**src/rtl/alu_seq.sv**
```systemverilog
// Handshaked ALU: single-cycle logic/arith/shift ops plus an optional iterative
// shift-add multiplier, enabled by defining ALU_MUL_EN.
module alu_seq #(
  parameter int WIDTH = 32
) (
  input  logic             clk,
  input  logic             rst,
  input  logic             in_valid,
  output logic             in_ready,
  input  logic [WIDTH-1:0] A,
  input  logic [WIDTH-1:0] B,
  input  logic [3:0]       ALU_operation,
  output logic             out_valid,
  input  logic             out_ready,
  output logic [WIDTH-1:0] res,
  output logic             zero,
  output logic             overflow,
  output logic             busy
);
  localparam int SHW = $clog2(WIDTH);

  // Handshake: a transfer happens on a rising edge where valid & ready are both
  // high; in_ready only rises when the output slot is free or being drained.

`ifdef ALU_MUL_EN
  typedef enum logic {IDLE = 1'b0, MUL = 1'b1} state_t;
`else
  typedef enum logic {IDLE = 1'b0} state_t;
`endif

  state_t state, state_next;

  logic [SHW-1:0]   shamt;
  logic [WIDTH-1:0] sum, diff, alu_res;
  logic             alu_ovf;
  logic             accept, mul_start, mul_done;
  logic [WIDTH-1:0] mul_res;

  assign shamt  = A[SHW-1:0];
  assign accept = in_valid & in_ready;

  always_comb begin
    sum     = A + B;
    diff    = A - B;
    alu_res = '0;
    alu_ovf = 1'b0;
    case (ALU_operation)
      4'd0: alu_res = A & B;
      4'd1: alu_res = A | B;
      4'd2: begin
        alu_res = sum;
        alu_ovf = (A[WIDTH-1] == B[WIDTH-1]) & (sum[WIDTH-1] != A[WIDTH-1]);
      end
      4'd3: alu_res = A ^ B;
      4'd4: alu_res = ~(A | B);
      4'd5: alu_res = B >> shamt;
      4'd6: begin
        alu_res = diff;
        alu_ovf = (A[WIDTH-1] != B[WIDTH-1]) & (diff[WIDTH-1] != A[WIDTH-1]);
      end
      4'd7: alu_res = {{(WIDTH-1){1'b0}}, (A < B)};
      4'd8: alu_res = B << shamt;
      4'd9: alu_res = {{(WIDTH-1){1'b0}}, ($signed(A) < $signed(B))};
      default: alu_res = '0;
    endcase
  end

`ifdef ALU_MUL_EN
  localparam logic [SHW-1:0] LAST = SHW'(WIDTH - 1);

  logic               is_mul_op, hi_q;
  logic [WIDTH-1:0]   a_q, b_q;
  logic [SHW-1:0]     cnt;
  logic [2*WIDTH-1:0] acc, acc_next, pp;

  assign is_mul_op = (ALU_operation == 4'd10) || (ALU_operation == 4'd11);
  assign mul_start = accept & is_mul_op;
  assign mul_done  = (state == MUL) && (cnt == LAST);

  // One partial product per cycle: add A shifted by the bit position of B.
  always_comb begin
    pp       = b_q[cnt] ? ({{WIDTH{1'b0}}, a_q} << cnt) : '0;
    acc_next = acc + pp;
    mul_res  = hi_q ? acc_next[2*WIDTH-1:WIDTH] : acc_next[WIDTH-1:0];
  end

  always_ff @(posedge clk) begin
    if (rst) begin
      a_q  <= '0;
      b_q  <= '0;
      hi_q <= 1'b0;
      acc  <= '0;
      cnt  <= '0;
    end else if (mul_start) begin
      a_q  <= A;
      b_q  <= B;
      hi_q <= (ALU_operation == 4'd11);
      acc  <= '0;
      cnt  <= '0;
    end else if (state == MUL) begin
      acc <= acc_next;
      cnt <= cnt + 1'b1;
    end
  end
`else
  assign mul_start = 1'b0;
  assign mul_done  = 1'b0;
  assign mul_res   = '0;
`endif

  always_ff @(posedge clk) begin
    if (rst) state <= IDLE;
    else     state <= state_next;
  end

  always_comb begin
    state_next = state;
`ifdef ALU_MUL_EN
    if ((state == IDLE) && mul_start) state_next = MUL;
    else if (mul_done)                state_next = IDLE;
`endif
  end

  always_comb begin
    in_ready = (state == IDLE) && (!out_valid || out_ready);
`ifdef ALU_MUL_EN
    busy = (state == MUL);
`else
    busy = 1'b0;
`endif
  end

  // Result slot: a multiply start frees the slot, since in_ready implied it was drained.
  always_ff @(posedge clk) begin
    if (rst) begin
      out_valid <= 1'b0;
      res       <= '0;
      zero      <= 1'b1;
      overflow  <= 1'b0;
    end else if (accept && !mul_start) begin
      out_valid <= 1'b1;
      res       <= alu_res;
      zero      <= ~|alu_res;
      overflow  <= alu_ovf;
    end else if (mul_done) begin
      out_valid <= 1'b1;
      res       <= mul_res;
      zero      <= ~|mul_res;
      overflow  <= 1'b0;
    end else if (accept || (out_valid && out_ready)) begin
      out_valid <= 1'b0;
    end
  end

endmodule
```
**config.mk**
```make
export PLATFORM = sky130hd
export DESIGN_NAME = alu_seq
export DESIGN_NICKNAME = d
export VERILOG_FILES = /design/src/rtl/alu_seq.sv
export SDC_FILE = /design/constraint.sdc
export NUM_CORES = 1
export LEC_CHECK = 0
export ABC_AREA = 1
export CAP_MARGIN = 20
export CORE_MARGIN = 4
export CORE_UTILIZATION = 34
export DETAILED_ROUTE_END_ITERATION = 6
export GPL_ROUTABILITY_DRIVEN = 0
export SETUP_SLACK_MARGIN = 0.1
export SYNTH_ARGS = -nofsm -noshare
export SYNTH_HDL_FRONTEND = slang
export SYNTH_SLANG_ARGS = --single-unit
```
**constraint.sdc**
```tcl
create_clock -name clk -period 3.1 [get_ports clk]
set_input_delay 0.31 -clock clk [delete_from_list [all_inputs] [get_ports clk]]
set_output_delay 0.31 -clock clk [all_outputs]
set_load 0.005 [all_outputs]
```
* Yosys cells after proc, flatten, opt, wreduce, memory -nomap -nowiden
Index checks and enable logic that the tools add are counted.
Storage, ports and cells: flip-flop bits (word level) 35, input bits 72, output and inout bits 37
Operators by class: add/subtract/negate cells 2, $lt $le $gt $ge 2, equal/unequal tests 13, shift operators 2, mux-type cells 4, bitwise operators 7, reductions and logical operators 8
Operators by type and width (number):
- case mux 32 bit (10 select lines) | 1
- < comparator 32 bit | 2
- adder 32 bit | 1
- AND 32 bit | 1
- NOT 32 bit | 1
- bitwise OR 32 bit | 1
- OR reduction 32 bit | 1
- << shifter 32 x 5 -> 32 bit | 1
- >> shifter 32 x 5 -> 32 bit | 1
- subtractor 32 bit | 1
- bitwise XOR 32 bit | 1
- equality test 4 x 3 -> 1 bit, second input constant | 4
- equality test 4 x 2 -> 1 bit, second input constant | 2
- equality test 4 bit, second input constant | 2
- equality test 4 x 1 -> 1 bit, second input constant | 1
- logical NOT 4 bit | 1
- AND 1 bit | 3
- != test 1 bit | 3
- logical NOT 1 bit | 2
- logical OR 1 bit | 2
- 2-to-1 mux 1 bit | 2
- case mux 1 bit (2 select lines) | 1
- nonzero test 2 bit | 1
- equality test 1 bit | 1
- logical AND 1 bit | 1

* Logic depth before layout (Yosys ltp)
depth after elaboration 6, depth in mapped cells 24

* Least setup slack after synthesis
No wires, ideal clock.
path type input-to-reg, from in A[3], to reg zero, library setup time 59 ps, data arrival time 2558 ps, path slack 483 ps, stages 23, buffers on the path 4, cells stage by stage buf_2 inv_2 buf_2 buf_2 ha_1 buf_4 nor2_2 inv_1 nor2_2 nand2_2 nand2_2 nand2_2 nand2_2 nand2_1 a21oi_2 nor2_1 nor2_2 nand2_1 nor2_1 nand2_1 nor2_1 nand2_1 nand2_1
Between the ends: word-level cells in the longest chain between the ends 5, elaborated cells on any way between the ends 13
RTL lines:
- start: declaration | line 10 | input logic [WIDTH-1:0] A,
- branches (longest 2 deep; another with subtractor 32 bit)
- case mux 32 bit (10 select lines) * | line 47 | case (ALU_operation)
- OR reduction 32 bit * | line 143 | zero <= ~|alu_res;
- logical NOT 1 bit * | line 143
- end signal: assignment | line 143
- end signal: assignment | line 148 | zero <= ~|mul_res;
- end: declaration | line 16 | output logic zero,
Mark *: on every way between the ends. A chain may end at the register's enable or synchronous reset.

* Final worst setup path
from in B[2], to reg zero
Between the ends: word-level cells in the longest chain between the ends 5, elaborated cells on any way between the ends 13
RTL lines:
- start: declaration | line 11 | input logic [WIDTH-1:0] B,
- branches (longest 2 deep; another with subtractor 32 bit)
- case mux 32 bit (10 select lines) * | line 47
- OR reduction 32 bit * | line 143
- logical NOT 1 bit * | line 143
Marked as above.

==> results.md <==
- Met3 usage: 0.0517
- CP peak stage delay: 0.49 ns
- DRT iter0 DRCs: 2,485
- CP Launch Point: B[2]
- CP top delay family: simple AND/OR/NAND/NOR gates
- Net count after synthesis: 2,467
- Nets: 2,751
- Clock power frac: 0.157
- GRT Util Overall: 0.296
- Dpl cells: 3,018
- Final HPWL DP: 47,600 microns
- Power Density: 243 nW/um^2
- Die Wd: 193 microns
- Max clock buf depth: 2
- CTS Hold Bufs: 0
- Buf+Inv Stages, Crit Path: 4
- Worst skew pair latency: 0.28 ns
- I/O pin cnt: 109
- Fmax: 0.348 GHz
- Max VDD drop: 206 uV
- Slowest CP cell: clkdlybuf4s50_1
- Reg2reg setup slack: 0.81 ns
- Global-route wire length before repair: 85,900 microns
- Vias per cell: 5.54
- Crit path cell chain: clkdlybuf4s50_1 > inv_1 > ha_4 > buf_4 > nand2_1 > nand2_1 > inv_1 > nand2_1 > nand2_1 > nand2_2 > nand2_1 > nand3_1 > nand2_2 > nor2_2 > nand2_1 > nor2_2 > nand3_2 > nor2_1 > nand2_1 > nor2_1 > nand2_1 > nand2_1
- Critical path type: in2reg
- Register share of total power: 0.137
- Synthesized flop and latch total: 35
- Status: finished clean
- Clock Sinks: 35
- Routed Antenna Nets: 0
- Initial antenna violation count: 2
- Buffers on Ports: 107
- Pre-antenna DRT Iters: 6
- Met1 Resource Use GR: 0.393
- Worst Max-Slew Pin Slew: 1.14 ns
- Worst Path Arrival: 3.10 ns
- Final hold slack: 0.507 ns
- Total CTS buffers: 5
- Relative slew margins: 0.236
- Avg Synthesized Cell Area: 5.05 sq um
- ANT cells: 0
- # fillers: 3,684
- Switching Share: 0.491
- Max FO, Critical Path: 6
- DP Worst Slack: -0.318 ns
- Global route overflow: 0
- Gate count after technology mapping: 2,296
- Clk slew on worst S/H paths: 0.06 ns
- Reg2reg start: out_valid
- Number of max-cap violations: 0
- Syn-to-layout area delta: 31.7%
- Wire per inst: 18.9 microns
- Vias in the first global route: 15,500
- Reg-to-Reg End: overflow
- CP Launch Type: primary input
- Final period util: 0.928
- Slew Limit Fails: 0
- Setup ws final: 0.224 ns
- Worst EP required: 3.33 ns
- Cell Area, Synth: 11,600 sq um
- Hold Vio Cnt, Final: 0
- Synth cell types: 44
- Crit path depth: 22
- Setup Skew: 0.00414 ns
- Setup violators final: 0
- H-tree Lvls: 2
- Initial Utilization: 0.345
- Hold Crit Start: res[31]
- RSZ-0062 raised after global routing: false
- Int Pwr: 1.89 mW
- CP Capture Point: zero
- Die H: 193 microns
- Seq/Total Area, Yosys: 0.0605
- Post-Route WL: 57,400 microns
- Reg2reg path depth: 6
- P_sw: 1.82 mW
- Root Driver: clkbuf_16
- GRT Max-Usage Layer: met2
- # rows: 67
- Comb pwr share: 0.705
- P_leak: 8.31 nW
- Share of layout cells above drive strength 1: 0.167
- Detailed-route via count: 16,800
- Most frequent cell on the critical path: nand2_1
- Worst Setup End Kind: flip-flop
- Worst min-delay path class: reg2reg
- Drc violations: 0
- Total core area: 33,500 sq um
- CTS tree: built
- Die area: 37,100 sq um
- GR Util met2: 0.475
- Fin cells: 3,029
- Largest net degree at the start of global routing: 65
- Tmin final: 2.88 ns
- Synth warnings: 0
[registers in the layout, summed over array words and instances (netlist names)]
signal and flops:
out_valid 1, overflow 1, res 32, zero 1
[power groups by stage]
stage	sequential, mW	clock [mW]	combinational, mW
final	0.510	0.583	2.61
after global placement	0.519	0	2.41
after global routing	0.514	0.610	2.81
after detailed placement	0.520	0	2.43
after floorplan	0.519	0	1.33
after CTS	0.510	0.584	2.45
[kinds of logic (layout without fill, tap and decap cells)]
group,count (synthesis),in the layout,share of synthesized area
and+or+nand+nor,1529,1529,0.577
buffers and inverters,442,727,0.160
AOI/OAI and AO/OA,189,189,0.0929
adders and majority gates,99,99,0.108
DFF,35,35,0.0605
other,1,1,0.000324
xor gates and xnor gates,1,1,0.000756
[worst min-delay path by stage]
stage / endpoint / cells after the start / slack, ns
CTS: res[31] / 2 / 0.51
global route: res[0] / 2 / 0.54
floorplan: zero / 2 / 0.47
finish: res[31] / 2 / 0.51
global placement: res[29] / 2 / 0.48
detailed placement: res[31] / 2 / 0.50
[cells in the mapped netlist, drive strengths merged]
| library cell | number | area share |
|---|---|---|
| fa | 2 | 0.0035 |
| nor3 | 21 | 0.010 |
| xor2 | 1 | 0.00076 |
| nand2 | 694 | 0.23 |
| o2111ai | 1 | 0.00076 |
| clkinv | 1 | 0.00032 |
| dfxtp | 35 | 0.060 |
| a21oi | 70 | 0.031 |
| o211ai | 25 | 0.016 |
| conb | 1 | 0.00032 |
| nor4 | 2 | 0.0011 |
| a31oi | 2 | 0.0011 |
| o22ai | 8 | 0.0043 |
| nand3b | 7 | 0.0045 |
| inv | 338 | 0.11 |
| o21ai | 68 | 0.029 |
| nand4 | 24 | 0.013 |
| nand3 | 491 | 0.21 |
| or2 | 5 | 0.0027 |
| nor2 | 273 | 0.092 |
| clkbuf | 17 | 0.0055 |
| o221ai | 2 | 0.0015 |
| and2 | 8 | 0.0043 |
| nor3b | 2 | 0.0013 |
| o21bai | 11 | 0.0071 |
| and3 | 2 | 0.0011 |
| a21boi | 1 | 0.00065 |
| ha | 97 | 0.10 |
| a211oi | 1 | 0.00065 |
| buf | 86 | 0.045 |
[tightest hold or removal path, stage by stage, from the launching register on]
cell and delay [ns]:
dfxtp_1 0.33, o211ai_1 0.10, inv_1 0.05
[area by class of cell]
| class | instances | area [sq um] | area share |
|---|---|---|---|
| clock buffer | 5 | 125 | 0.00820 |
| clock inverter | 3 | 43.8 | 0.00287 |
| inverter | 339 | 1270 | 0.0836 |
| multi-input combinational | 1819 | 9360 | 0.613 |
| sequential | 35 | 701 | 0.0459 |
| tap | 448 | 561 | 0.0368 |
| timing repair buffer | 380 | 3190 | 0.209 |
[layout by cell type, fill, tap and decap left out, types with 11 or more instances in the layout]
master,n
nand2_1,646
nand3_1,481
inv_1,321
buf_4,268
nor2_1,238
clkdlybuf4s50_1,98
ha_1,69
a21oi_1,66
o21ai_0,58
nand2_2,47
dfxtp_1,35
nor2_2,33
o211ai_1,25
nand4_1,24
nor3_1,19
inv_2,16
ha_2,16
ha_4,12
o21bai_1,11
[layer usage]
| metal | part of all wire | wire length [microns] |
|---|---|---|
| met2 | 0.44 | 25200 |
| met3 | 0.12 | 6670 |
| met4 | 0.054 | 3110 |
| met1 | 0.39 | 22400 |
| met5 | 0.00040 | 23 |
[what timing repair did]
item,in CTS,in global routing
pin swaps,1,7
setup endpoints to repair,1,19
resized for setup,5,83
buffers inserted,1,2
[metrics by stage]
step / total power, mW / TNS (ns) / utilization / area (sq um)
4_1_cts: 3.54 / 0 / 0.445 / 14900
5_1_grt: 3.94 / 0 / 0.455 / 15300
3_5_place_dp: 2.95 / -1.05 / 0.439 / 14700
6_report: 3.71 / 0 / 0.455 / 15300
3_3_place_gp: 2.93 / -0.780 / 0.439 / 14700
2_1_floorplan: 1.85 / 0 / - / 11600
(Power assumes the default switching activity.)
